`src/rtl/filter_frame_ctrl.sv`:
```
// filter_frame_ctrl
// ------------------------------------------------------------------------
// Frame-synchronous controller for the 3x3 sharpening datapath.
// - Follows the video timing (dv/hs/vs) and produces pix_count and
//   line_count for the filter.
// - Owns the filter bypass control.
// - Accepts configuration (bypass, expected width/height) at any time, but
//   applies it only on a vertical-sync rising edge. No frame is ever
//   processed with mixed settings.
// - Measures the geometry of every complete frame and pulses frame_err
//   when it does not match the active width/height.
// - Keeps a saturating count of erroneous frames.
//
// Optional build macro: FILTER_CTRL_AUTO_BYPASS_EN
//   When defined, a frame that ends with frame_err forces bypass=1 for the
//   next frame. The normal config value returns at the following vs_rise,
//   unless that frame errs as well.
//
// Ports:
//   clk          in   pixel clock
//   rst          in   synchronous, active-high reset
//   dv_in        in   pixel valid
//   hs_in        in   horizontal sync (high during line blank)
//   vs_in        in   vertical sync (high during frame blank)
//   cfg_valid    in   config write request
//   cfg_ready    out  controller can accept config
//   cfg_bypass   in   requested bypass
//   cfg_width    in   requested expected pixels/line
//   cfg_height   in   requested expected lines/frame
//   bypass       out  active bypass to filter
//   pix_count    out  valid pixels so far in current line
//   line_count   out  completed lines in current frame
//   frame_done   out  one-cycle pulse at end of frame
//   meas_width   out  pixel count of first line of last frame
//   meas_height  out  line count of last frame
//   frame_err    out  one-cycle pulse with frame_done on geometry mismatch
//   err_cnt      out  saturating count of erroneous frames
//   state        out  FSM state (0 SYNC, 1 VBLANK, 2 ACTIVE)
// ------------------------------------------------------------------------
module filter_frame_ctrl #(
   parameter logic BYPASS_RST = 1'b1,
   parameter int   DEF_WIDTH  = 640,
   parameter int   DEF_HEIGHT = 480,
   parameter int   ERRCNT_W   = 8
) (
   input  logic                clk,
   input  logic                rst,
   input  logic                dv_in,
   input  logic                hs_in,
   input  logic                vs_in,
   input  logic                cfg_valid,
   output logic                cfg_ready,
   input  logic                cfg_bypass,
   input  logic [15:0]         cfg_width,
   input  logic [15:0]         cfg_height,
   output logic                bypass,
   output logic [15:0]         pix_count,
   output logic [15:0]         line_count,
   output logic                frame_done,
   output logic [15:0]         meas_width,
   output logic [15:0]         meas_height,
   output logic                frame_err,
   output logic [ERRCNT_W-1:0] err_cnt,
   output logic [1:0]          state
);

   localparam logic [1:0] SYNC   = 2'd0;
   localparam logic [1:0] VBLANK = 2'd1;
   localparam logic [1:0] ACTIVE = 2'd2;

   localparam logic [15:0]         CNT_MAX = 16'hFFFF;
   localparam logic [ERRCNT_W-1:0] ERR_MAX = {ERRCNT_W{1'b1}};

   // Input edge detection
   logic vs_d;
   logic hs_d;
   logic vs_rise;
   logic vs_fall;
   logic hs_rise;

   // FSM and counters
   logic [1:0]  state_r;
   logic [15:0] pix_r;
   logic [15:0] line_r;
   logic [15:0] width_smp;
   logic        line_err;

   // Active and shadow configuration
   logic        act_byp;
   logic [15:0] act_w;
   logic [15:0] act_h;
   logic        sh_byp;
   logic [15:0] sh_w;
   logic [15:0] sh_h;
   logic        pending;
   logic        bypass_r;

   // Registered outputs
   logic                done_r;
   logic                err_r;
   logic [15:0]         meas_w_r;
   logic [15:0]         meas_h_r;
   logic [ERRCNT_W-1:0] err_cnt_r;

   // Combinational helpers
   logic        line_has;
   logic [15:0] pix_next;
   logic [15:0] line_inc;
   logic        in_active;
   logic        close_line;
   logic        first_line;
   logic        line_bad;
   logic        eof;
   logic [15:0] eof_width;
   logic [15:0] eof_lines;
   logic        eof_err;
   logic        byp_cfg_next;
   logic        cfg_accept;

   assign vs_rise =  vs_in & ~vs_d;
   assign vs_fall = ~vs_in &  vs_d;
   assign hs_rise =  hs_in & ~hs_d;

   // Config port: a transfer happens on any cycle where cfg_valid and
   // cfg_ready are both high. cfg_ready is low while a captured config is
   // waiting for its vs_rise. The requester must hold cfg_valid and the
   // fields stable until it sees the transfer.
   assign cfg_ready  = ~pending;
   assign cfg_accept = cfg_valid & ~pending;

   always_comb begin
      line_has   = (pix_r != 16'd0) | dv_in;
      // Final pixel count of the current line, including a pixel in this cycle.
      pix_next   = (dv_in && (pix_r != CNT_MAX)) ? pix_r + 16'd1 : pix_r;
      line_inc   = (line_r != CNT_MAX) ? line_r + 16'd1 : line_r;
      in_active  = (state_r == ACTIVE);
      // A vs_rise without a preceding hs_rise also closes a non-empty line.
      close_line = in_active & (hs_rise | vs_rise) & line_has;
      first_line = (line_r == 16'd0);
      line_bad   = close_line & (pix_next != act_w);
      eof        = in_active & vs_rise;
      eof_width  = (close_line && first_line) ? pix_next : width_smp;
      eof_lines  = close_line ? line_inc : line_r;
      eof_err    = line_err | line_bad | (eof_lines != act_h);
      byp_cfg_next = pending ? sh_byp : act_byp;
   end

   always_ff @(posedge clk) begin
      if (rst) begin
         vs_d      <= 1'b0;
         hs_d      <= 1'b0;
         state_r   <= SYNC;
         pix_r     <= 16'd0;
         line_r    <= 16'd0;
         width_smp <= 16'd0;
         line_err  <= 1'b0;
         act_byp   <= BYPASS_RST;
         act_w     <= 16'(DEF_WIDTH);
         act_h     <= 16'(DEF_HEIGHT);
         sh_byp    <= BYPASS_RST;
         sh_w      <= 16'(DEF_WIDTH);
         sh_h      <= 16'(DEF_HEIGHT);
         pending   <= 1'b0;
         bypass_r  <= BYPASS_RST;
         done_r    <= 1'b0;
         err_r     <= 1'b0;
         meas_w_r  <= 16'd0;
         meas_h_r  <= 16'd0;
         err_cnt_r <= '0;
      end else begin
         vs_d   <= vs_in;
         hs_d   <= hs_in;
         done_r <= 1'b0;
         err_r  <= 1'b0;

         case (state_r)
            SYNC: begin
               // Wait for a frame boundary; a partial frame is never measured.
               pix_r  <= 16'd0;
               line_r <= 16'd0;
               if (vs_rise) state_r <= VBLANK;
            end
            VBLANK: begin
               if (vs_fall) begin
                  state_r   <= ACTIVE;
                  pix_r     <= 16'd0;
                  line_r    <= 16'd0;
                  width_smp <= 16'd0;
                  line_err  <= 1'b0;
               end
            end
            ACTIVE: begin
               if (close_line) begin
                  pix_r  <= 16'd0;
                  line_r <= line_inc;
                  if (first_line) width_smp <= pix_next;
                  if (line_bad)   line_err  <= 1'b1;
               end else begin
                  pix_r <= pix_next;
               end
               if (vs_rise) begin
                  state_r  <= VBLANK;
                  meas_w_r <= eof_width;
                  meas_h_r <= eof_lines;
                  done_r   <= 1'b1;
                  err_r    <= eof_err;
                  line_err <= 1'b0;
                  if (eof_err && (err_cnt_r != ERR_MAX))
                     err_cnt_r <= err_cnt_r + 1'b1;
               end
            end
            default: begin
               state_r <= SYNC;
               pix_r   <= 16'd0;
               line_r  <= 16'd0;
            end
         endcase

         // Config is applied on every vs_rise, whatever the state. A write
         // accepted in the same cycle only sets pending, so it waits for
         // the next boundary.
         if (vs_rise) begin
`ifdef FILTER_CTRL_AUTO_BYPASS_EN
            bypass_r <= byp_cfg_next | (eof & eof_err);
`else
            bypass_r <= byp_cfg_next;
`endif
            if (pending) begin
               act_byp <= sh_byp;
               act_w   <= sh_w;
               act_h   <= sh_h;
               pending <= 1'b0;
            end
         end

         if (cfg_accept) begin
            sh_byp  <= cfg_bypass;
            sh_w    <= cfg_width;
            sh_h    <= cfg_height;
            pending <= 1'b1;
         end
      end
   end

   assign bypass      = bypass_r;
   assign pix_count   = pix_r;
   assign line_count  = line_r;
   assign frame_done  = done_r;
   assign meas_width  = meas_w_r;
   assign meas_height = meas_h_r;
   assign frame_err   = err_r;
   assign err_cnt     = err_cnt_r;
   assign state       = state_r;

endmodule

```
`config.mk`:
```
export PLATFORM = sky130hd
export DESIGN_NAME = filter_frame_ctrl
export DESIGN_NICKNAME = d
export VERILOG_FILES = /design/src/rtl/filter_frame_ctrl.sv
export SDC_FILE = /design/constraint.sdc
export NUM_CORES = 1
export LEC_CHECK = 0
export BUFFER_PORTS_ARGS = -buffer_cell sky130_fd_sc_hd__buf_2
export CORE_ASPECT_RATIO = 0.9
export CORE_MARGIN = 5
export CORE_UTILIZATION = 50
export CTS_BUF_LIST = sky130_fd_sc_hd__clkbuf_4
export DETAILED_ROUTE_END_ITERATION = 16
export GPL_TIMING_DRIVEN = 0
export PLACE_DENSITY = 0.71
export SYNTH_ARGS = -nofsm -noshare
export SYNTH_HDL_FRONTEND = slang
export SYNTH_SLANG_ARGS = --single-unit
```
`constraint.sdc`:
```
create_clock -name clk -period 7 [get_ports clk]
set_input_delay 0.7 -clock clk [delete_from_list [all_inputs] [get_ports clk]]
set_output_delay 0.7 -clock clk [all_outputs]
set_load 0.005 [all_outputs]
```
# Yosys cells after proc, flatten, opt, wreduce, memory -nomap -nowiden
# Cells that the tools add are included.
[totals]
register_bits = 162
latchBits = 0
mem_bits_rw = 0
rom_bits = 0
input_bits = 39
output_inout_bits = 78
elab_cells = 92
memories = 0
[op_classes]
addsub = 3
n_mul = 0
div = 0
n_lt_le_gt_ge = 0
n_eq_ne = 13
shift = 0
muxes = 23
bitwise_logic = 17
reduce_logical = 17
[ops]
columns = ["cell", "n"]
rows = [
  ["16-bit two-way mux", 8],
  ["16-bit case mux with 2 select lines", 3],
  ["16-bit by 1-bit adder with 16-bit output (second input constant)", 2],
  ["16-bit inequality test", 2],
  ["16-bit inequality test (second input constant)", 2],
  ["16-bit zero test", 1],
  ["16-bit nonzero test", 1],
  ["8-bit by 1-bit adder with 8-bit output (second input constant)", 1],
  ["1-bit two-way mux", 8],
  ["8-bit inequality test (second input constant)", 1],
  ["4-bit AND reduction", 2],
  ["1-bit bitwise AND", 7],
  ["2-bit by 1-bit inequality test with 1-bit output (second input constant)", 3],
  ["3-bit by 2-bit inequality test with 1-bit output (second input constant)", 2],
  ["1-bit inverter", 6],
  ["2-bit AND reduction", 3],
  ["2-bit two-way mux", 2],
  ["1-bit OR", 4],
  ["2-bit case mux with 2 select lines", 1],
  ["2-bit nonzero test", 2],
  ["2-bit OR reduction", 2],
  ["1-bit logical AND", 3],
  ["3-bit AND reduction", 1],
  ["3-bit OR reduction", 1],
  ["other kinds (5)", 5],
]

# Longest topological paths before layout
[logic_depth]
ltp_word = 10
depth_mapped = 16
ltp_nobuf = 12

# Worst setup path before layout
# No wires, ideal clock.
[synth_path]
kind = "reg2reg"
startpoint = "reg pix_r[1] (netlist: pix_count[1])"
endpoint = "reg err_cnt_r[0] (netlist: err_cnt[0])"
setup_time_ns = 0.123
t_arrival_ns = 2.841
required_time_ns = 6.877
slack_ns = 4.036
path_stages_with_launch = 13
n_path_buf = 1
period_less_slack_ns = 2.964
path_cell_list = "dfxtp_1 > ha_1 > nand3_1 > or3_4 > o21ai_4 > nand3_2 > a221oi_1 > nand4_1 > o32ai_2 > nand3_2 > buf_6 > nand2_1 > mux2_1"
[synth_between]
elab_chain_len = 9
word_cells_on_any_way = 15
cone_classes = "add/sub (1); eq/ne (3); mux (2); bitwise (5); reduce/logical (4)"
[synth_lines]
columns = ["element", "line", "rtl"]
rows = [
  ["from (decl)", "83", "logic [15:0] pix_r;"],
  ["from (signal assigned)", "199", "pix_r <= pix_next;"],
  ["branches (longest 6 deep; another with 16-bit by 1-bit adder with 16-bit output)", "--", ""],
  ["1-bit OR *", "144", "eof_err = line_err | line_bad | (eof_lines != act_h);"],
  ["1-bit logical AND *", "208", "if (eof_err && (err_cnt_r != ERR_MAX))"],
  ["3-bit AND reduction (no line) *", "--", ""],
  ["to (signal assigned)", "209", "err_cnt_r <= err_cnt_r + 1'b1;"],
  ["to (decl)", "103", "logic [ERRCNT_W-1:0] err_cnt_r;"],
]
# Mark *: on every way between the ends.
# A chain may end at the register's enable or synchronous reset.

# Worst setup path in the final report
[layout_path]
startpoint = "reg pix_r[0] (netlist: pix_count[0])"
endpoint = "reg err_cnt_r[0] (netlist: err_cnt[0])"
# Same word-level chain as after synthesis.

==> results.json <==
{
  "grt_max_degree": 17,
  "syn_area_sq_um": 8240,
  "slew_headroom": 0.271,
  "p_leak_nw": 3.57,
  "cp_max_fo": 10,
  "setup_viol": 0,
  "async_reset_ff_frac": 0,
  "clkLatencyLatePin_ns": 0.57,
  "grt_overflow_total": 0,
  "multi_input_area_sq_um": 4550,
  "seq_power_share": 0.603,
  "synthCells": 1081,
  "syn_nets": 1125,
  "switching_share": 0.273,
  "cts_buffers": 17,
  "hold_depth": 3,
  "required_ns": 7.46,
  "drc": 0,
  "seqCellArea_sq_um": 3240,
  "yosys-top-cells-area": "dfxtp_1 39%, nand2_1 9.6%, a21oi_1 8.0%",
  "grt_pass1_wl_um": 41900,
  "clock_path_buffers": 2,
  "clkPwrFrac": 0.323,
  "setup_tns_ns": 0,
  "clkTransAtPathRegs_ns": 0.13,
  "finalWorstSetupSlack_ns": 3.24,
  "place.gp.congestion": 0.975,
  "portBuffers": 115,
  "ys_ff_latch": 162,
  "vias": 8359,
  "postCtsHoldBufs": 0,
  "min_from": "cfg_height[8]",
  "status": "completed",
  "tightest_slew_ns": 1.08,
  "route.detailed.wl_per_inst_um": 18.6,
  "yosys.area.top_type": "dfxtp_1",
  "synth_area_per_cell_sq_um": 7.62,
  "layout_worst_path_cycle_share": 0.538,
  "nets": 1259,
  "clock.fmax_mhz": 266,
  "cts_tree": "yes",
  "p_int_mw": 1.15,
  "finalHoldViolCount": 0,
  "synth.distinct_cells": 76,
  "worst_hold_path.endpoint": "sh_h[8]$_SDFFE_PP1P_",
  "critical_path.endpoint_type": "flop",
  "root_buffer": "clkbuf_4",
  "post-route-min-period_ns": 3.76,
  "utilization": 0.576,
  "start_util": 0.509,
  "cts_setup_buffers": 0,
  "ys_seq_area_frac": 0.394,
  "start_kind": "flop",
  "vdd_ir_drop_max_mv": 0.171,
  "pwr-share-comb": 0.074,
  "arrival_ns": 4.23,
  "synth_edf_count": 0,
  "power.switching_uw": 432,
  "synth-main-ff-cell": "dfxtp_1",
  "fin_total_pwr_mw": 1.58,
  "io_pins": 117,
  "grt.total_usage": 0.271,
  "htreeDepth": 4,
  "detail_route.iter0.violations": 698,
  "vias_per_cell": 5.83,
  "wl_um": 26700,
  "reg2reg_from": "pix_count[0]$_SDFFE_PP0P_",
  "worst-setup-path-type": "flop to flop",
  "clock_sinks": 162,
  "reg2reg_depth": 15,
  "drv_slew": 0,
  "fin_worst_skew_ns": 0.0213,
  "rr_endpoint": "err_cnt[0]$_SDFFE_PP0P_",
  "rsz0062_at_grt": "false",
  "post_cts_resized": 0,
  "post-place-ws_ns": 3.24,
  "drive_gt1_frac": 0.164,
  "yosysWarnings": 0,
  "die_w_um": 145,
  "die_h_um": 132,
  "row_count": 44,
  "first_global_vias": 7624,
  "area_delta_synth_final_pct": 13.0,
  "antenna_found_initial": 1,
  "coreArea_sq_um": 16200,
  "maxCapViolations": 0,
  "postRouteAntennaNets": 0,
  "firstDrtPassIters": 5,
  "fp.dieArea_sq_um": 19200,
  "hpwl_um": 20300,
  "regToRegSetupSlack_ns": 3.24,
  "hold_class": "input pin to flop",
  "power_density_nw_per_um2": 170,
  "yosysTopAreaCellShare": 0.394,
  "fillCellCount": 1576
}
routing by layer:
metal	global-route usage	vias up	part of all wire	routed length, um
met5	0	-	0	0
met3	0.0883	52	0.10	2710
met4	0.0808	0	0.024	649
met1	0.395	3874	0.48	12700
met2	0.380	408	0.40	10700
li1	-	4025	-	-
worst max path at each step:
stage / slack (ns) / to / from
after global routing: 3.11 / err_cnt[0]$_SDFFE_PP0P_ / pix_count[0]$_SDFFE_PP0P_
after global placement: 3.18 / err_cnt[0]$_SDFFE_PP0P_ / vs_in
final: 3.24 / err_cnt[0]$_SDFFE_PP0P_ / pix_count[0]$_SDFFE_PP0P_
after CTS: 3.36 / err_cnt[0]$_SDFFE_PP0P_ / pix_count[0]$_SDFFE_PP0P_
after detailed placement: 3.24 / err_cnt[0]$_SDFFE_PP0P_ / vs_in
after floorplan: 4.04 / err_cnt[0]$_SDFFE_PP0P_ / pix_count[1]$_SDFFE_PP0P_
worst max-delay path, cell delays in order, from the launching register on:
cell,delay [ns]
dfxtp_1,0.37
buf_2,0.20
inv_1,0.06
ha_1,0.20
nor4b_1,0.15
nand4_1,0.17
and2_1,0.15
clkbuf_1,0.31
nand2_1,0.30
o21ai_0,0.42
o2111ai_1,0.23
nor4_2,0.33
nand3_2,0.19
buf_6,0.20
nand2_1,0.07
mux2_1,0.32
cell usage after synthesis (2+ instances only):
library cell,count
o211ai_1,2
nand2_1,211
a32oi_1,2
and4_1,4
and2_1,6
a31oi_1,16
a211oi_1,10
nand3_2,3
a22oi_1,7
mux2i_1,3
a211o_1,4
nor3b_1,3
dfxtp_1,162
o22ai_1,2
inv_1,21
buf_6,2
a221oi_1,3
nand4_2,4
nor4_1,14
mux2_2,5
o221ai_1,4
or2_2,4
nand2b_1,14
o2111ai_1,2
nor3_1,33
nor2_1,113
nand3_1,30
and3_1,9
nand4_1,15
o21ai_0,28
xor2_1,14
a21oi_1,132
a311oi_1,11
buf_4,4
nand3b_1,14
buf_2,19
buf_1,2
clkbuf_1,55
a31o_1,3
or3_1,4
nand4_4,3
xnor2_1,29
nor4b_1,2
ha_1,5
nor2b_1,17
registers in the layout, summed over array words and instances, names as in the netlist, 2 cells and up:
signal,flops
act_h,16
act_w,16
line_count,16
meas_height,16
meas_width,16
pix_count,16
sh_h,16
sh_w,16
width_smp,16
err_cnt,8
state,2
cells by family (layout without fill, tap and decap cells):
logic type               count (synthesis)  in the layout  synth area share
other                                    0              1                 0
flip-flops                             162            162             0.394
buffers and inverters                  104            248            0.0539
XOR/XNOR                                44             44            0.0477
AO/OA/AOI/OAI                          242            242             0.180
adder cells (fa/ha/maj)                  5              5           0.00759
AND/OR/NAND/NOR                        515            515             0.305
multiplexers                             9              9            0.0118
power groups by stage:
stage	Clock, mW	Combinational, mW	Sequential, mW
4_1_cts	0.518	0.116	0.955
2_1_floorplan	0	0.0715	0.971
3_5_place_dp	0	0.115	0.975
5_1_grt	0.554	0.129	0.958
6_report	0.511	0.117	0.955
3_3_place_gp	0	0.114	0.975
stage by stage:
stage | hold slack (ns) | instances | instance area, sq um
4_1_cts | 0.330 | 1432 | 9310
6_report | 0.352 | 1433 | 9320
3_5_place_dp | 0.445 | 1403 | 9080
3_3_place_gp | 0.440 | 1403 | 9080
2_1_floorplan | 0.432 | 1081 | 8240
5_1_grt | 0.320 | 1433 | 9320
cell usage in the layout, fill, tap and decap left out, types with 21 or more instances in the layout:
master,Yosys,final
nand3_1,30,30
nand2_1,211,211
inv_1,21,21
clkbuf_1,55,55
xnor2_1,29,29
buf_2,19,134
nor3_1,33,33
dfxtp_1,162,162
nor2_1,113,113
a21oi_1,132,132
o21ai_0,28,28
area by class of cell:
class	instances	area share
tap	207	0.0278
inverter	22	0.00886
buffer	82	0.0388
timing repair buffer	115	0.0618
antenna	1	0.000269
multi-input combinational	815	0.489
sequential	162	0.348
clock inverter	12	0.0118
clock buffer	17	0.0137
No activity file was read; power rests on OpenSTA's default activity.
